## src/rtl/haz_pkg.sv

```systemverilog
// Shared types for the hazard scoreboard: forwarding select encoding and the
// per-stage scoreboard entry.
package haz_pkg;

  localparam int SB_NREAD   = 2;
  localparam int SB_RADDR_W = 4;
  localparam logic [SB_RADDR_W-1:0] PC_IDX_DEF = 4'hF;

  typedef enum logic [1:0] {
    FWD_RF = 2'b00,
    FWD_W  = 2'b01,
    FWD_M  = 2'b10
  } fwd_sel_e;

  // Field widths follow SB_NREAD/SB_RADDR_W; the top's parameters must agree.
  typedef struct packed {
    logic                                  v;
    logic                                  reg_write;
    logic                                  mem_to_reg;
    logic                                  pc_src;
    logic [SB_RADDR_W-1:0]                 wa3;
    logic [SB_NREAD-1:0][SB_RADDR_W-1:0]   ra;
    logic [SB_NREAD-1:0]                   use_ra;
  } sb_entry_t;

endpackage

```

## src/rtl/haz_port_fwd.sv

```systemverilog
// One read port's view of the scoreboard: M/W forward select for the E-stage
// operand and the load-use hit for the D-stage operand.
module haz_port_fwd
  import haz_pkg::*;
#(
  parameter int                 RADDR_W = SB_RADDR_W,
  parameter logic [RADDR_W-1:0] PC_IDX  = PC_IDX_DEF
) (
  input  logic [RADDR_W-1:0] ra_e_i,
  input  logic               use_e_i,
  input  logic               wr_m_i,
  input  logic [RADDR_W-1:0] wa3_m_i,
  input  logic               wr_w_i,
  input  logic [RADDR_W-1:0] wa3_w_i,
  input  logic [RADDR_W-1:0] rad_i,
  input  logic               use_d_i,
  input  logic               ld_e_i,
  input  logic [RADDR_W-1:0] wa3_e_i,
  output fwd_sel_e           fwd_o,
  output logic               ld_hit_o
);

  // M is the younger writer, so it is checked first.
  always_comb begin
    fwd_o = FWD_RF;
    if (use_e_i && (ra_e_i != PC_IDX)) begin
      if (wr_m_i && (wa3_m_i == ra_e_i))      fwd_o = FWD_M;
      else if (wr_w_i && (wa3_w_i == ra_e_i)) fwd_o = FWD_W;
    end
  end

  assign ld_hit_o = use_d_i & ld_e_i & (wa3_e_i == rad_i) & (rad_i != PC_IDX);

endmodule

```

## src/rtl/hazard_scoreboard.sv

```systemverilog
// Hazard/forwarding unit with its own E/M/W scoreboard of destination tags.
// Define HAZ_PERF_CNT_EN to add the StallCnt/FlushCnt performance counters.
module hazard_scoreboard
  import haz_pkg::*;
#(
  parameter int                 NREAD   = SB_NREAD,
  parameter int                 RADDR_W = SB_RADDR_W,
  parameter logic [RADDR_W-1:0] PC_IDX  = PC_IDX_DEF
) (
  input  logic                     clk,
  input  logic                     reset,
  input  logic                     RegWriteD,
  input  logic                     MemtoRegD,
  input  logic                     PCSrcD,
  input  logic [RADDR_W-1:0]       WA3D,
  input  logic [NREAD*RADDR_W-1:0] RAD,
  input  logic [NREAD-1:0]         UseRAD,
  input  logic                     BranchTakenE,
  output logic [2*NREAD-1:0]       ForwardE,
  output logic                     StallF,
  output logic                     StallD,
  output logic                     FlushD,
  output logic                     FlushE,
  output logic                     PCSrcW
`ifdef HAZ_PERF_CNT_EN
  ,
  output logic [31:0]              StallCnt,
  output logic [31:0]              FlushCnt
`endif
);

  sb_entry_t  e_d, e_q, m_q, w_q;
  fwd_sel_e   fwd [NREAD];
  logic [NREAD-1:0] ld_hit;
  logic       ld_stall, pc_pend, pc_w, bubble_e;

  assign ld_stall = |ld_hit;
  assign bubble_e = ld_stall | BranchTakenE;
  assign pc_pend  = PCSrcD | (e_q.v & e_q.pc_src) | (m_q.v & m_q.pc_src);
  assign pc_w     = w_q.v & w_q.pc_src;

  always_comb begin
    e_d            = '0;
    e_d.v          = ~bubble_e;
    e_d.reg_write  = RegWriteD;
    e_d.mem_to_reg = MemtoRegD;
    e_d.pc_src     = PCSrcD;
    e_d.wa3        = WA3D;
    e_d.ra         = RAD;
    e_d.use_ra     = UseRAD;
  end

  always_ff @(posedge clk) begin
    if (!reset) begin
      e_q.v <= 1'b0;
      m_q.v <= 1'b0;
      w_q.v <= 1'b0;
    end else begin
      e_q <= e_d;
      m_q <= e_q;
      w_q <= m_q;
    end
  end

  for (genvar p = 0; p < NREAD; p++) begin : g_port
    haz_port_fwd #(.RADDR_W(RADDR_W), .PC_IDX(PC_IDX)) u_fwd (
      .ra_e_i   (e_q.ra[p]),
      .use_e_i  (e_q.v & e_q.use_ra[p]),
      .wr_m_i   (m_q.v & m_q.reg_write),
      .wa3_m_i  (m_q.wa3),
      .wr_w_i   (w_q.v & w_q.reg_write),
      .wa3_w_i  (w_q.wa3),
      .rad_i    (RAD[p*RADDR_W +: RADDR_W]),
      .use_d_i  (UseRAD[p]),
      .ld_e_i   (e_q.v & e_q.mem_to_reg),
      .wa3_e_i  (e_q.wa3),
      .fwd_o    (fwd[p]),
      .ld_hit_o (ld_hit[p])
    );
    assign ForwardE[2*p +: 2] = reset ? fwd[p] : FWD_RF;
  end

  // Outputs are forced low while reset is asserted, even for D-side inputs.
  assign StallF = reset & (ld_stall | pc_pend);
  assign StallD = reset & ld_stall;
  assign FlushD = reset & (pc_pend | pc_w | BranchTakenE);
  assign FlushE = reset & bubble_e;
  assign PCSrcW = reset & pc_w;

  logic unused_sb;
  assign unused_sb = ^{e_q.reg_write, m_q.mem_to_reg, m_q.ra, m_q.use_ra,
                       w_q.mem_to_reg, w_q.ra, w_q.use_ra};

`ifdef HAZ_PERF_CNT_EN
  logic [31:0] stall_cnt_q, flush_cnt_q;

  always_ff @(posedge clk) begin
    if (!reset) begin
      stall_cnt_q <= '0;
      flush_cnt_q <= '0;
    end else begin
      if (StallD) stall_cnt_q <= stall_cnt_q + 32'd1;
      if (FlushE) flush_cnt_q <= flush_cnt_q + 32'd1;
    end
  end

  assign StallCnt = stall_cnt_q;
  assign FlushCnt = flush_cnt_q;
`endif

endmodule
```

## config.mk

```make
export PLATFORM = sky130hd
export DESIGN_NAME = hazard_scoreboard
export DESIGN_NICKNAME = d
export VERILOG_FILES = /design/src/rtl/haz_pkg.sv /design/src/rtl/haz_port_fwd.sv /design/src/rtl/hazard_scoreboard.sv
export SDC_FILE = /design/constraint.sdc
export NUM_CORES = 1
export LEC_CHECK = 0
export ABC_AREA = 1
export BUFFER_PORTS_ARGS = -buffer_cell sky130_fd_sc_hd__buf_2
export CORE_ASPECT_RATIO = 2
export CORE_MARGIN = 10
export CORE_UTILIZATION = 54
export DETAILED_ROUTE_END_ITERATION = 16
export PLACE_DENSITY = 0.78
export SLEW_MARGIN = 20
export SYNTH_ARGS = -nofsm -noshare
export SYNTH_HDL_FRONTEND = slang
export SYNTH_SLANG_ARGS = --single-unit
export TNS_END_PERCENT = 5
```

## constraint.sdc

```tcl
create_clock -name clk -period 1.78 [get_ports clk]
set_input_delay 0.356 -clock clk [delete_from_list [all_inputs] [get_ports clk]]
set_output_delay 0.356 -clock clk [all_outputs]
set_load 0.1 [all_outputs]
```

==> flow_summary.json <==
{
  "dp.final_hpwl_um": 2770,
  "run_status": "finished with violations",
  "io_buffer_count": 28,
  "core_area_sq_um": 2740,
  "critical_path.slowest_cell": "sky130_fd_sc_hd__edfxtp_1",
  "syn-instance-count": 152,
  "area_of_the_mapped_netlist_sq_um": 1520,
  "layout_setup_ws_ns": -0.236,
  "cp-end-kind": "primary output",
  "globalRouteTotalUtil": 0.136,
  "std_cell_rows": 27,
  "via_count_of_the_first_global_routing_pass": 1324,
  "replace_congestion": 0.871,
  "max_vdd_drop_mv": 0.722,
  "postSynthRegisterBits": 32,
  "power_per_cell_area_nw_per_um2": 890,
  "initialDrtViolationCount": 35,
  "holdPathEnd": "e_q[11]",
  "routed-via-count": 1195,
  "clock-root-buffer": "sky130_fd_sc_hd__clkbuf_8",
  "routed_via_density": 5.38,
  "dieArea_sq_um": 5480,
  "synth.yosys.seq_area_share": 0.611,
  "cap_violations": 0,
  "layout-drive-gt1-share": 0.389,
  "rrSetupSlack_ns": 0.64,
  "r2r_cells": 6,
  "pin_count": 29,
  "clock_sinks": 32,
  "synth_cell_types": 21,
  "reg2reg_from": "e_q[11]",
  "grt_antenna_before_repair": 0,
  "grt_start_max_net_pins": 24,
  "leakage_nw": 0.893,
  "worst_setup_hold_path_clk_slew_ns": 0.06,
  "critical_path.n_buffers_inverters": 2,
  "postSynth.asyncResetShare": 0,
  "setup_tns_ns": -1.22,
  "final.min_clock_period_ns": 2.02,
  "post_drt_wl_per_cell_um": 15.7,
  "num-nets-final": 212,
  "layout.cells.most_common": "sky130_fd_sc_hd__nand2_1",
  "remaining_drc_errors": 0,
  "worst_skew_pair.late_latency_ns": 0.28,
  "fin_worst_hold_slack_ns": 0.247,
  "synthesis.yosys.warnings": 0,
  "synth-main-ff-cell": "sky130_fd_sc_hd__edfxtp_1",
  "hold_class": "input pin to register",
  "finalCoreUtilization": 0.755,
  "cts_made_buffers": 5,
  "timing.hold.worst.start": "WA3D[1]",
  "ctsHoldBuffers": 0,
  "violations_in_the_final_reports": "setup timing",
  "syn-num-nets": 172,
  "cts_tree": "built",
  "finalCritPeriodShare": 1.13,
  "holdPathStages": 1,
  "critPathTopFamily": "simple AND/OR/NAND/NOR gates",
  "wl_um": 3480,
  "path_class": "register to primary output",
  "maximum_operating_frequency_mhz": 496,
  "synthesis.area_per_instance_sq_um": 10.0,
  "antennaDiodeCount": 0,
  "worst_tran_pin_value_ns": 0.274,
  "crit_path_max_incr_delay_ns": 0.39,
  "antenna_violating_nets_post_route": 0,
  "max-slew-margin-rel": 0.817,
  "critPathLaunchType": "register",
  "arrival_ns": 1.66,
  "grt_overflow": 0,
  "hold_viol_final": 0,
  "finalClockSkew_ns": 0.00493,
  "die-height_um": 95.1,
  "report.final.setup_viol": 7,
  "die_width_um": 57.6,
  "cp.required_ns": 1.42,
  "grt_pass1_wl_um": 5690,
  "most-common-layout-cells": "sky130_fd_sc_hd__nand2_1 (36), sky130_fd_sc_hd__edfxtp_1 (29), sky130_fd_sc_hd__buf_2 (19)",
  "clock_tree.buffer_depth": 2,
  "area.growth.synth_to_final_pct": 35.5,
  "cts.htree.levels": 2,
  "critPathMaxFanout": 4,
  "detail_route.first_pass.iterations": 4,
  "timing_max_transition_violations_final": 0,
  "initial_core_utilization": 0.557,
  "cp_cell_sequence": "inv_2 > nor2_2 > nor2_2 > nand2_2 > nor2_4 > nand2_2 > nor3_4 > buf_12",
  "rr_endpoint": "e_q[17]",
  "synth_edf_count": 29,
  "grt_setup_unrepaired": "yes"
}
-- state kept, by name (all words and copies together) (netlist names) --
register and flops:
w_q 7, e_q 18, m_q 7
-- Yosys cell counts (2+ instances only) --
| cell type | number | share of area |
|---|---|---|
| sky130_fd_sc_hd__inv_2 | 3 | 0.0074 |
| sky130_fd_sc_hd__a21oi_1 | 3 | 0.0098 |
| sky130_fd_sc_hd__o21ai_1 | 2 | 0.0066 |
| sky130_fd_sc_hd__nand3_1 | 8 | 0.026 |
| sky130_fd_sc_hd__nor3_1 | 5 | 0.016 |
| sky130_fd_sc_hd__nand2_1 | 41 | 0.10 |
| sky130_fd_sc_hd__edfxtp_1 | 29 | 0.57 |
| sky130_fd_sc_hd__dfxtp_1 | 3 | 0.039 |
| sky130_fd_sc_hd__nand3_2 | 4 | 0.026 |
| sky130_fd_sc_hd__xor2_1 | 9 | 0.052 |
| sky130_fd_sc_hd__nand4_1 | 4 | 0.016 |
| sky130_fd_sc_hd__nor2_1 | 14 | 0.034 |
| sky130_fd_sc_hd__inv_1 | 19 | 0.047 |
-- final cells by class --
class | instances | area (sq um)
Timing Repair Buffer | 34 | 320
Sequential cell | 32 | 931
Clock inverter | 2 | 35.0
Multi-Input combinational cell | 97 | 588
Clock buffer | 6 | 72.6
Fill cell | 180 | 671
Inverter | 22 | 82.6
Tap cell | 29 | 36.3
-- power by group --
group	internal (mW)	total, mW	switching [mW]
Sequential	0.882	0.930	0.0482
Combinational	0.0924	0.238	0.146
Clock	0.415	0.671	0.256
Total	1.39	1.84	0.450
-- per-stage QoR --
| stage | cells | power, mW | worst slack, ns | instance area (sq um) |
|---|---|---|---|---|
| floorplan | 152 | 1.06 | -0.249 | 1560 |
| global placement | 212 | 1.15 | 0.103 | 1890 |
| detailed placement | 212 | 1.16 | 0.0513 | 1890 |
| CTS | 220 | 1.83 | -0.213 | 2010 |
| global route | 222 | 1.91 | -0.350 | 2070 |
| finish | 222 | 1.84 | -0.236 | 2070 |
-- routing by layer --
layer,vias to the layer above,global-route usage,part of all wire
li1,581,-,-
met1,570,0.101,0.33
met2,31,0.263,0.59
met3,13,0.0426,0.034
met4,0,0.112,0.046
met5,-,0,0
-- cells by family after synthesis --
kind of cell / Yosys count / share of synthesized area
AO/OA/AOI/OAI: 6 / 0.0222
AND/OR/NAND/NOR: 81 / 0.248
flip-flops: 32 / 0.611
XOR/XNOR: 10 / 0.0575
buffers and inverters: 23 / 0.0616
-- what timing repair did --
item,in CTS,in global routing
resized for setup,8,12
pin swaps,3,5
endpoints found under the setup margin,7,7
setup buffers,0,2
cloned,0,0
-- how the worst max path moves through the flow --
stage	start	endpoint	slack [ns]	cells after the start
after global placement	e_q[9]	ForwardE[3]	0.10	5
after detailed placement	e_q[9]	ForwardE[3]	0.05	5
final	m_q[10]	ForwardE[3]	-0.24	8
after CTS	m_q[10]	ForwardE[3]	-0.21	8
after global routing	m_q[10]	ForwardE[3]	-0.35	8
after floorplan	e_q[6]	ForwardE[2]	-0.25	5
Note: power is estimated with default switching activity, not from simulation.
